### src/rtl/muldiv_pkg.sv
// Shared types and constants for the MULT/DIV sequencer.
package muldiv_pkg;
  typedef enum logic [2:0] {IDLE, CHECK, RUN, WB, EXC} state_e;

  localparam logic OP_MULT      = 1'b0;
  localparam logic OP_DIV       = 1'b1;
  localparam int   ITER_DEFAULT = 32;
endpackage

### src/rtl/muldiv_if.sv
// ctrl_unit <-> sequencer handshake: request, operand for the zero test, status back.
interface muldiv_if;
  logic        start;
  logic        op;
  logic [31:0] divisor;
  logic        abort;
  logic        mult_rest_zero;
  logic        busy;
  logic        done;
  logic        div_zero_exc;

  modport master (output start, op, divisor, abort, mult_rest_zero,
                  input  busy, done, div_zero_exc);
  modport slave  (input  start, op, divisor, abort, mult_rest_zero,
                  output busy, done, div_zero_exc);
endinterface

### src/rtl/muldiv_iter_cnt.sv
// Iteration counter: clear loads zero, en counts up, last flags the final iteration.
module muldiv_iter_cnt #(
  parameter int ITER  = 32,
  parameter int CNT_W = 6
) (
  input  logic clk,
  input  logic reset,
  input  logic clear,
  input  logic en,
  output logic last
);
  logic [CNT_W-1:0] cnt_q, cnt_d;

  always_comb begin
    cnt_d = cnt_q;
    if (clear)   cnt_d = '0;
    else if (en) cnt_d = cnt_q + 1'b1;
  end

  always_ff @(posedge clk) begin
    if (reset) cnt_q <= '0;
    else       cnt_q <= cnt_d;
  end

  assign last = (cnt_q == CNT_W'(ITER - 1));
endmodule

### src/rtl/muldiv_sequencer.sv
// Sequences the shared iterative mult/div unit: IDLE -> CHECK -> RUN x ITER -> WB (or EXC).
// Define MULDIV_EARLY_OUT_EN to let mult_rest_zero end a MULT run early.
module muldiv_sequencer
  import muldiv_pkg::*;
#(
  parameter int ITER  = ITER_DEFAULT,
  parameter int CNT_W = 6
) (
  input  logic     clk,
  input  logic     reset,
  muldiv_if.slave  bus,
  output logic     unit_clear,
  output logic     mult_en,
  output logic     div_en,
  output logic     sel_mult_or_div,
  output logic     hi_w,
  output logic     lo_w
);
  state_e state_q, state_d;
  logic   op_q, op_d;
  logic   cnt_last;
  logic   early_out;

  muldiv_iter_cnt #(.ITER(ITER), .CNT_W(CNT_W)) u_cnt (
    .clk   (clk),
    .reset (reset),
    .clear (state_q == CHECK),
    .en    (state_q == RUN),
    .last  (cnt_last)
  );

`ifdef MULDIV_EARLY_OUT_EN
  assign early_out = (op_q == OP_MULT) && bus.mult_rest_zero;
`else
  logic unused_mult_rest_zero;
  assign unused_mult_rest_zero = bus.mult_rest_zero;
  assign early_out = 1'b0;
`endif

  always_comb begin
    state_d = state_q;
    op_d    = op_q;
    case (state_q)
      IDLE: if (bus.start) begin
        op_d    = bus.op;
        state_d = CHECK;
      end
      CHECK: begin
        if (bus.abort)                                   state_d = IDLE;
        else if (op_q == OP_DIV && bus.divisor == '0)    state_d = EXC;
        else                                             state_d = RUN;
      end
      // abort wins over the final-iteration exit
      RUN: begin
        if (bus.abort)                  state_d = IDLE;
        else if (cnt_last || early_out) state_d = WB;
      end
      WB, EXC: state_d = IDLE;
      default: state_d = IDLE;
    endcase
  end

  always_ff @(posedge clk) begin
    if (reset) begin
      state_q <= IDLE;
      op_q    <= OP_MULT;
    end else begin
      state_q <= state_d;
      op_q    <= op_d;
    end
  end

  always_comb begin
    unit_clear      = (state_q == CHECK);
    mult_en         = (state_q == RUN) && (op_q == OP_MULT);
    div_en          = (state_q == RUN) && (op_q == OP_DIV);
    sel_mult_or_div = op_q;
    hi_w            = (state_q == WB);
    lo_w            = (state_q == WB);
  end

  assign bus.busy         = (state_q != IDLE);
  assign bus.done         = (state_q == WB) || (state_q == EXC);
  assign bus.div_zero_exc = (state_q == EXC);
endmodule

### src/flat_wrapper.sv
// flat-port wrapper written by rule: the top's interface ports become plain ports
module muldiv_sequencer_flat import muldiv_pkg::*;
#(
  parameter int ITER  = ITER_DEFAULT,
  parameter int CNT_W = 6
)
  (clk, reset, unit_clear, mult_en, div_en, sel_mult_or_div, hi_w, lo_w, bus_start, bus_op, bus_divisor, bus_abort, bus_mult_rest_zero, bus_busy, bus_done, bus_div_zero_exc);
  muldiv_if bus_i ();
  input  logic clk;
  input  logic reset;
  output logic unit_clear;
  output logic mult_en;
  output logic div_en;
  output logic sel_mult_or_div;
  output logic hi_w;
  output logic lo_w;
  input wire logic [$bits(bus_i.start)-1:0] bus_start;
  input wire logic [$bits(bus_i.op)-1:0] bus_op;
  input wire logic [$bits(bus_i.divisor)-1:0] bus_divisor;
  input wire logic [$bits(bus_i.abort)-1:0] bus_abort;
  input wire logic [$bits(bus_i.mult_rest_zero)-1:0] bus_mult_rest_zero;
  output wire logic [$bits(bus_i.busy)-1:0] bus_busy;
  output wire logic [$bits(bus_i.done)-1:0] bus_done;
  output wire logic [$bits(bus_i.div_zero_exc)-1:0] bus_div_zero_exc;
  assign bus_i.start = bus_start;
  assign bus_i.op = bus_op;
  assign bus_i.divisor = bus_divisor;
  assign bus_i.abort = bus_abort;
  assign bus_i.mult_rest_zero = bus_mult_rest_zero;
  assign bus_busy = bus_i.busy;
  assign bus_done = bus_i.done;
  assign bus_div_zero_exc = bus_i.div_zero_exc;
  muldiv_sequencer #(.ITER(ITER), .CNT_W(CNT_W)) u_core (.clk(clk), .reset(reset), .bus(bus_i), .unit_clear(unit_clear), .mult_en(mult_en), .div_en(div_en), .sel_mult_or_div(sel_mult_or_div), .hi_w(hi_w), .lo_w(lo_w));
endmodule
### config.mk
export PLATFORM = sky130hd
export DESIGN_NAME = muldiv_sequencer_flat
export DESIGN_NICKNAME = d
export VERILOG_FILES = /design/src/rtl/muldiv_pkg.sv /design/src/rtl/muldiv_if.sv /design/src/rtl/muldiv_iter_cnt.sv /design/src/rtl/muldiv_sequencer.sv /design/src/flat_wrapper.sv
export SDC_FILE = /design/constraint.sdc
export NUM_CORES = 1
export LEC_CHECK = 0
export CAP_MARGIN = 20
export CELL_PAD_IN_SITES_DETAIL_PLACEMENT = 1
export CELL_PAD_IN_SITES_GLOBAL_PLACEMENT = 1
export CORE_MARGIN = 5
export CORE_UTILIZATION = 23
export DETAILED_ROUTE_END_ITERATION = 16
export GPL_TIMING_DRIVEN = 0
export PLACE_DENSITY = 0.87
export SLEW_MARGIN = 0
export SYNTH_ARGS = -nofsm -noshare
export SYNTH_HDL_FRONTEND = slang
export SYNTH_HIERARCHICAL = 1
export SYNTH_SLANG_ARGS = --single-unit
export TNS_END_PERCENT = 20
### constraint.sdc
create_clock -name clk -period 4 [get_ports clk]
set_input_delay 0.8 -clock clk [delete_from_list [all_inputs] [get_ports clk]]
set_output_delay 0.8 -clock clk [all_outputs]
set_load 0.005 [all_outputs]
; ---- Word level (Yosys, flattened, before mapping)
; Cells that the tools add are included.
[word_totals]
register_bits = 10
word_cells = 28
[classes]
addsub = 1
n_eq_ne = 7
n_mux = 6
n_bitwise = 1
n_reduce_logical = 10
[op_table]
columns = operator, count
row1 = 32-bit zero test, 1
row2 = 3-bit two-way mux, 5
row3 = 3-bit one-hot mux with 3 select lines, 1
row4 = "6-bit by 1-bit adder with 6-bit output, second input constant", 1
row5 = "3-bit by 2-bit equality test with 1-bit output, second input constant", 2
row6 = "6-bit by 5-bit equality test with 1-bit output, second input constant", 1
row7 = 2-bit AND reduction, 2
row8 = "3-bit by 1-bit equality test with 1-bit output, second input constant", 1
row9 = "3-bit equality test, second input constant", 1
row10 = 1-bit logical AND, 3
row11 = 3-bit zero test, 1
row12 = "3-bit by 2-bit != test with 1-bit output, second input constant", 1
row13 = 3-bit nonzero test, 1
row14 = "2-bit != test, second input constant", 1
row15 = 2-bit OR reduction, 1
row16 = 1-bit logical OR, 1
row17 = 1-bit NOT, 1

; ---- Logic depth before layout (Yosys ltp)
; Gate-level depths: netlist (run 1).
[depth]
word_depth = 5
mapped_depth = 5
depth_no_buf = 5

; ---- By module
; The synthesis (run 1) kept the hierarchy.
[by_module_without_submodules]
columns = module, instances, cells_per_inst, area_each_um2
row1 = muldiv_sequencer, 1, 47, 356.6
row2 = muldiv_iter_cnt, 1, 28, 259.0

; ---- Worst setup path after synthesis (run 1)
; No wires, ideal clock.
[synth_timing]
path_type = flip-flop to output port
from = register u_core.state_q[0]
to = output port mult_en
arrival_ns = 0.889
required_ns = 3.200
slack_ns = 2.311
stages_incl_launch_ff = 4
path_buffers = 0
path_cell_list = dfxtp_1 nor2_1 and2_1 nor2b_1
[synth_via]
elab_chain_cells = 2
[synth_lines]
columns = item, line
row1 = "start, declared", muldiv_sequencer.sv:19  ; state_e state_q, state_d;
row2 = "start signal, assigned", muldiv_sequencer.sv:68  ; state_q <= state_d;
row3 = 3-bit by 2-bit equality test with 1-bit output, muldiv_sequencer.sv:75  ; mult_en = (state_q == RUN) && (op_q == OP_MULT);
row4 = 1-bit logical AND, muldiv_sequencer.sv:75
row5 = "end, declared", flat_wrapper.sv:12  ; output logic mult_en;
; Every way passes these cells.

; ---- Worst setup path in the final report (run 1)
; Ends and elaborated chain as after synthesis.

==> results.sh, run 1 <==
export IMPL_status="completed"
export IMPL_drc=0
export IMPL_power_uw=231
export IMPL_slew_viol_final=0
export IMPL_routed_wl_mm=2.20
export IMPL_ys_ff_latch=10
export IMPL_hold_viol=0
export IMPL_clk_latency_ns=0.26
export IMPL_dp_hpwl_mm=1.98
export IMPL_gr_total_overflow=0
export IMPL_drv_cap=0
export IMPL_rsz0062_at_grt="no"
export IMPL_fillers=306
export IMPL_drt_pass1_iterations=4
export IMPL_cts_tree="built"
export IMPL_avgRoutedWirePerCell_um=14.4
export IMPL_clock_skew_ns=0.00211
export IMPL_numCtsBuffers=3
export IMPL_area_growth_pct=82.9
export IMPL_reg2reg_depth=5
export IMPL_die_y_um=61.7
export IMPL_start_util=0.244
export IMPL_cp_required_ns=3.20
export IMPL_synth_area_um2=616
export IMPL_min_path_cells=2
export IMPL_synth_top_family_by_area="simple AND/OR/NAND/NOR gates"
export IMPL_timing_rr_end="u_core/u_cnt/cnt_q[5]"
export IMPL_avgSynthCellArea_um2=8.21
export IMPL_timing_final_crit_share=0.648
export IMPL_num_nets_final=164
export IMPL_worstPathMaxFanout=8
export IMPL_die_area_um2=3810
export IMPL_ys_warn_count=6
export IMPL_final_common_cell="clkdlybuf4s50_1"
export IMPL_hold_buffers=0
export IMPL_slew_headroom=0.766
export IMPL_synth_fa_ha_area_frac=0.0203
export IMPL_synth_compound_area_frac=0.0386
export IMPL_hold_path_class="reg2reg"
export IMPL_finalSetupTns_ns=0
export IMPL_port_buffers=45
export IMPL_reg2reg_from="u_core/state_q[0]"
export IMPL_cts_resized=0
export IMPL_htree_levels=1
export IMPL_row_count=18
export IMPL_worstPathArrival_ns=1.79
export IMPL_ir_drop_v=0.000103
export IMPL_num_io_pins=47
export IMPL_viasPerCell=4.99
export IMPL_syn_nets=114
export IMPL_synth_top_area_cell="dfxtp_1"
export IMPL_fin_crit_ns=2.59
export IMPL_final_cell_mix="clkdlybuf4s50_1, nor4_1, nor2_1"
export IMPL_first_global_vias=854
export IMPL_synth_top_area_frac=0.325
export IMPL_critPathKind="reg2out"
export IMPL_synthDistinctLibCells=31
export IMPL_crit_path_max_incr_delay_ns=0.51
export IMPL_worstMarginPinSlew_ns=0.342
export IMPL_clock_fmax_mhz=386
export IMPL_synth_area_mux_share=0.0325
export IMPL_antenna_cells=0
export IMPL_yosys_area_share_simple=0.508
export IMPL_die_w_um=61.7
export IMPL_synth_yosys_seq_area_share=0.325
export IMPL_synth_edf_count=0
export IMPL_regToRegSetupSlack_ns=2.37
export IMPL_grt_max_degree=9
export IMPL_hold_end="u_core/u_cnt/cnt_q[5]"
export IMPL_setup_violations=0
export IMPL_leakage_nw=0.399
export IMPL_cts_sinks=10
export IMPL_powerDensity_nw_per_um2=205
export IMPL_final_antenna_net_count=0
export IMPL_crit_path_top_delay_cell="clkdlybuf4s50_1"
export IMPL_setup_ws_ns=1.41
export IMPL_synthXorXnorAreaFrac=0.0569
export IMPL_syn_inst=75
export IMPL_core_um2=2520
export IMPL_start_kind="register"
export IMPL_drt_iter0_drc=24
export IMPL_antenna_found_initial=0
export IMPL_min_from="u_core/u_cnt/cnt_q[5]"
export IMPL_grt_usage=0.126
export IMPL_drive_above_1_share=0.0650
export IMPL_post_cts_setup_buffers=0
export IMPL_grt_pass1_wl_mm=3.60
export IMPL_vias=763
export IMPL_cts_buffer_depth=2
export IMPL_crit_chain="nor2_1, and2_1, nor2b_1, clkdlybuf4s50_1"
export IMPL_synthTopCellsByArea="dfxtp_1, nor4_1, nor2_1"
export IMPL_synth_flop_cell="dfxtp_1"
export IMPL_async_flop_share=0
export IMPL_clockRootBuffer="clkbuf_4"
export IMPL_path_clk_slew_ns=0.06
export IMPL_dp_slack_ns=1.69
export IMPL_endpoint_kind="output pin"
export IMPL_gp_routability_congestion=0.786
where the power goes:
group | total [mW] | leakage, nW | internal, mW | switching, mW
logic | 0.0610 | 0.304 | 0.0423 | 0.0187
clock network | 0.0657 | 0.0138 | 0.0346 | 0.0311
registers | 0.104 | 0.0810 | 0.102 | 0.00296
cell type report:
cell class / count / area (µm²) / share of cell area
Multi-Input combinational cell: 63 / 404 / 0.359
Buffer: 2 / 11.3 / 0.0100
Tap cell: 30 / 37.5 / 0.0333
Clock buffer: 3 / 22.5 / 0.0200
Sequential cell: 10 / 200 / 0.178
Timing Repair Buffer: 45 / 450 / 0.400
worst max-delay path: cells and delay by family (launching register included):
family	cells	cell delay, ns
buffers and inverters	1	0.51
flip-flops	1	0.36
AND/OR/NAND/NOR	3	0.67
kinds of logic after synthesis:
group,count (synthesis)
flops,10
mux,2
xor+xnor,4
fa+ha+maj,1
buf+inv,2
compound gates,4
simple gates,52
how the worst max path moves through the flow:
stage	start	to
final	u_core/state_q[0]	mult_en
after global routing	u_core/state_q[0]	mult_en
after CTS	u_core/state_q[0]	mult_en
after detailed placement	u_core/state_q[0]	mult_en
after floorplan	u_core/state_q[0]	mult_en
after global placement	u_core/state_q[2]	mult_en
flip-flops by register name (all words and copies together), names as in the netlist:
| signal | count |
|---|---|
| u_core/sel_mult_or_div | 1 |
| u_core/state_q | 3 |
| u_core/u_cnt/cnt_q | 6 |
per-stage QoR:
step / util / cells / hold WS, ns / cell area, µm²
3_3_place_gp: 0.438 / 150 / 0.471 / 1100
4_1_cts: 0.446 / 153 / 0.499 / 1130
3_5_place_dp: 0.438 / 150 / 0.486 / 1100
5_1_grt: 0.446 / 153 / 0.563 / 1130
2_1_floorplan: - / 75 / 0.459 / 616
6_report: 0.446 / 153 / 0.494 / 1130
Yosys cell counts, types with 2 or more instances:
cell type	number
nor2_1	11
o21ai_0	2
or3_1	2
nor3_1	4
nand4_1	4
mux2i_1	2
xor2_1	3
nand2_1	4
dfxtp_1	10
nor4_1	12
layer usage:
layer,track usage,up-vias,wire length (µm)
met2,0.241,28,1190
met4,0.0606,0,0
met5,0,-,0
met1,0.128,351,827
met3,0.0269,0,188
li1,-,384,-
Note: power is estimated with default switching activity, not from simulation.
==> run 2: changes to the inputs <==
CORE_UTILIZATION = 19   (was 23)
PLACE_DENSITY = 0.77   (was 0.87)
clock period = 2.36 ns   (was 4 ns; I/O delays follow)
==> run 2 against run 1 <==
Effect of this change:
- final cell count rose by 9.2%
- sequential power grew 70%
- global-route usage decreased by 1.2 points
==> results.sh, run 2 (same netlist as run 1, synthesis figures left out) <==
export IMPL_post_cts_setup_buffers=0
export IMPL_cts_sinks=10
export IMPL_critPathKind="reg2out"
export IMPL_start_util=0.200
export IMPL_drv_cap=0
export IMPL_vias=781
export IMPL_fillers=384
export IMPL_num_nets_final=164
export IMPL_worstPathArrival_ns=1.73
export IMPL_critical_path_top_delay_family="buffers and inverters"
export IMPL_regToRegSetupSlack_ns=0.85
export IMPL_drt_iter0_drc=19
export IMPL_start_kind="register"
export IMPL_drt_pass1_iterations=3
export IMPL_area_growth_pct=86.0
export IMPL_clock_skew_ns=0.000429
export IMPL_final_seq_area_um2=200
export IMPL_core_um2=3080
export IMPL_die_w_um=66.9
export IMPL_routed_wl_mm=2.38
export IMPL_avgRoutedWirePerCell_um=14.2
export IMPL_setup_violations=0
export IMPL_gr_total_overflow=0
export IMPL_combPwrFrac=0.262
export IMPL_cts_buffer_depth=2
export IMPL_crit_chain="and2_2, nor2b_1, clkdlybuf4s50_1"
export IMPL_status="completed"
export IMPL_gp_routability_congestion=0.714
export IMPL_fin_crit_ns=2.21
export IMPL_final_antenna_net_count=0
export IMPL_die_area_um2=4480
export IMPL_cts_tree="built"
export IMPL_htree_levels=1
export IMPL_final_common_cell="clkdlybuf4s50_1"
export IMPL_hold_ws_ns=0.499
export IMPL_finalSetupTns_ns=0
export IMPL_slew_headroom=0.795
export IMPL_multiInputGateArea_um2=405
export IMPL_clockRootBuffer="clkbuf_4"
export IMPL_clock_fmax_mhz=453
export IMPL_numCtsBuffers=3
export IMPL_antenna_found_initial=0
export IMPL_timing_final_crit_share=0.935
export IMPL_viasPerCell=4.68
export IMPL_grt_max_degree=9
export IMPL_slew_viol_final=0
export IMPL_endpoint_kind="output pin"
export IMPL_crit_path_top_delay_cell="clkdlybuf4s50_1"
export IMPL_worstMarginPinSlew_ns=0.300
export IMPL_die_y_um=66.9
export IMPL_drc=0
export IMPL_drive_above_1_share=0.0732
export IMPL_path_buf_inv=1
export IMPL_p_switching_uw=92.1
export IMPL_powerDensity_nw_per_um2=345
export IMPL_hold_path_class="reg2reg"
export IMPL_num_io_pins=47
export IMPL_grt_usage=0.114
export IMPL_power_uw=395
export IMPL_path_clk_slew_ns=0.06
export IMPL_leakage_nw=0.400
export IMPL_rsz0062_at_grt="no"
export IMPL_seqPwrFrac=0.448
export IMPL_p_clk_frac=0.290
export IMPL_regMostFlops="u_core/u_cnt/cnt_q"
export IMPL_final_cell_mix="clkdlybuf4s50_1, nor4_1, nor2_1"
export IMPL_swShare=0.233
export IMPL_p_int_uw=303
export IMPL_grt_pass1_wl_mm=3.80
export IMPL_antenna_cells=0
export IMPL_first_global_vias=838
export IMPL_dp_hpwl_mm=2.09
export IMPL_cp_required_ns=1.89
export IMPL_clk_latency_ns=0.26
export IMPL_ir_drop_v=0.000211
export IMPL_hold_viol=0
export IMPL_crit_path_max_incr_delay_ns=0.53
export IMPL_row_count=20
export IMPL_port_buffers=45
export IMPL_largest_reg_flops=6
export IMPL_worstPathMaxFanout=8
run 2: cell count changes in the layout (fill, tap and decap cells not counted):
cell / change
and2_1: -1
and2_2: +1
run 2: final cells by class:
| class | count | area share |
|---|---|---|
| multi-input cells | 63 | 0.354 |
| well taps | 44 | 0.0481 |
| clock buffers | 3 | 0.0197 |
| plain buffers | 2 | 0.00984 |
| repair buffers | 45 | 0.393 |
| flip-flops and latches | 10 | 0.175 |
run 2: what timing repair did:
item                                    4_1_cts  5_1_grt
endpoints found under the setup margin        0        1
hold buffers                                  0        0
resized for setup                             0        1
run 2: worst reg2reg max path: cells and delay by family (launching register included):
kind             cells  cell delay, ns
flip-flops           1            0.46
AO/OA/AOI/OAI        1            0.13
AND/OR/NAND/NOR      3            0.86
run 2: worst paths after layout:
kind / start / depth (start not counted) / endpoint
setup / recovery: u_core/state_q[1] / 3 / mult_en
hold / removal: u_core/u_cnt/cnt_q[5] / 2 / u_core/u_cnt/cnt_q[5]
setup reg to reg: u_core/state_q[1] / 4 / u_core/u_cnt/cnt_q[5]
hold reg to reg: u_core/u_cnt/cnt_q[5] / 2 / u_core/u_cnt/cnt_q[5]
run 2: power by group through the flow:
stage	Sequential (mW)	Combinational (mW)	Clock [mW]
2_1_floorplan	0.179	0.0209	0
3_3_place_gp	0.180	0.101	0
3_5_place_dp	0.181	0.104	0
4_1_cts	0.177	0.104	0.120
5_1_grt	0.177	0.111	0.130
6_report	0.177	0.104	0.114
run 2: per-stage QoR:
stage	setup WS (ns)	util	instances	cell area, µm²
final	0.154	0.372	167	1140
after detailed placement	0.339	0.364	164	1120
after global routing	0.0275	0.372	167	1140
after floorplan	0.964	-	75	616
after global placement	0.367	0.364	164	1120
after CTS	0.0297	0.372	167	1140
run 2: layer usage:
metal	vias to the layer above	share of wire	global-route usage	wire length [µm]
met4	0	0.019	0.0405	46
met3	6	0.055	0.0405	130
met2	18	0.54	0.214	1280
met1	372	0.39	0.114	919
met5	-	0	0	0
li1	385	-	-	-
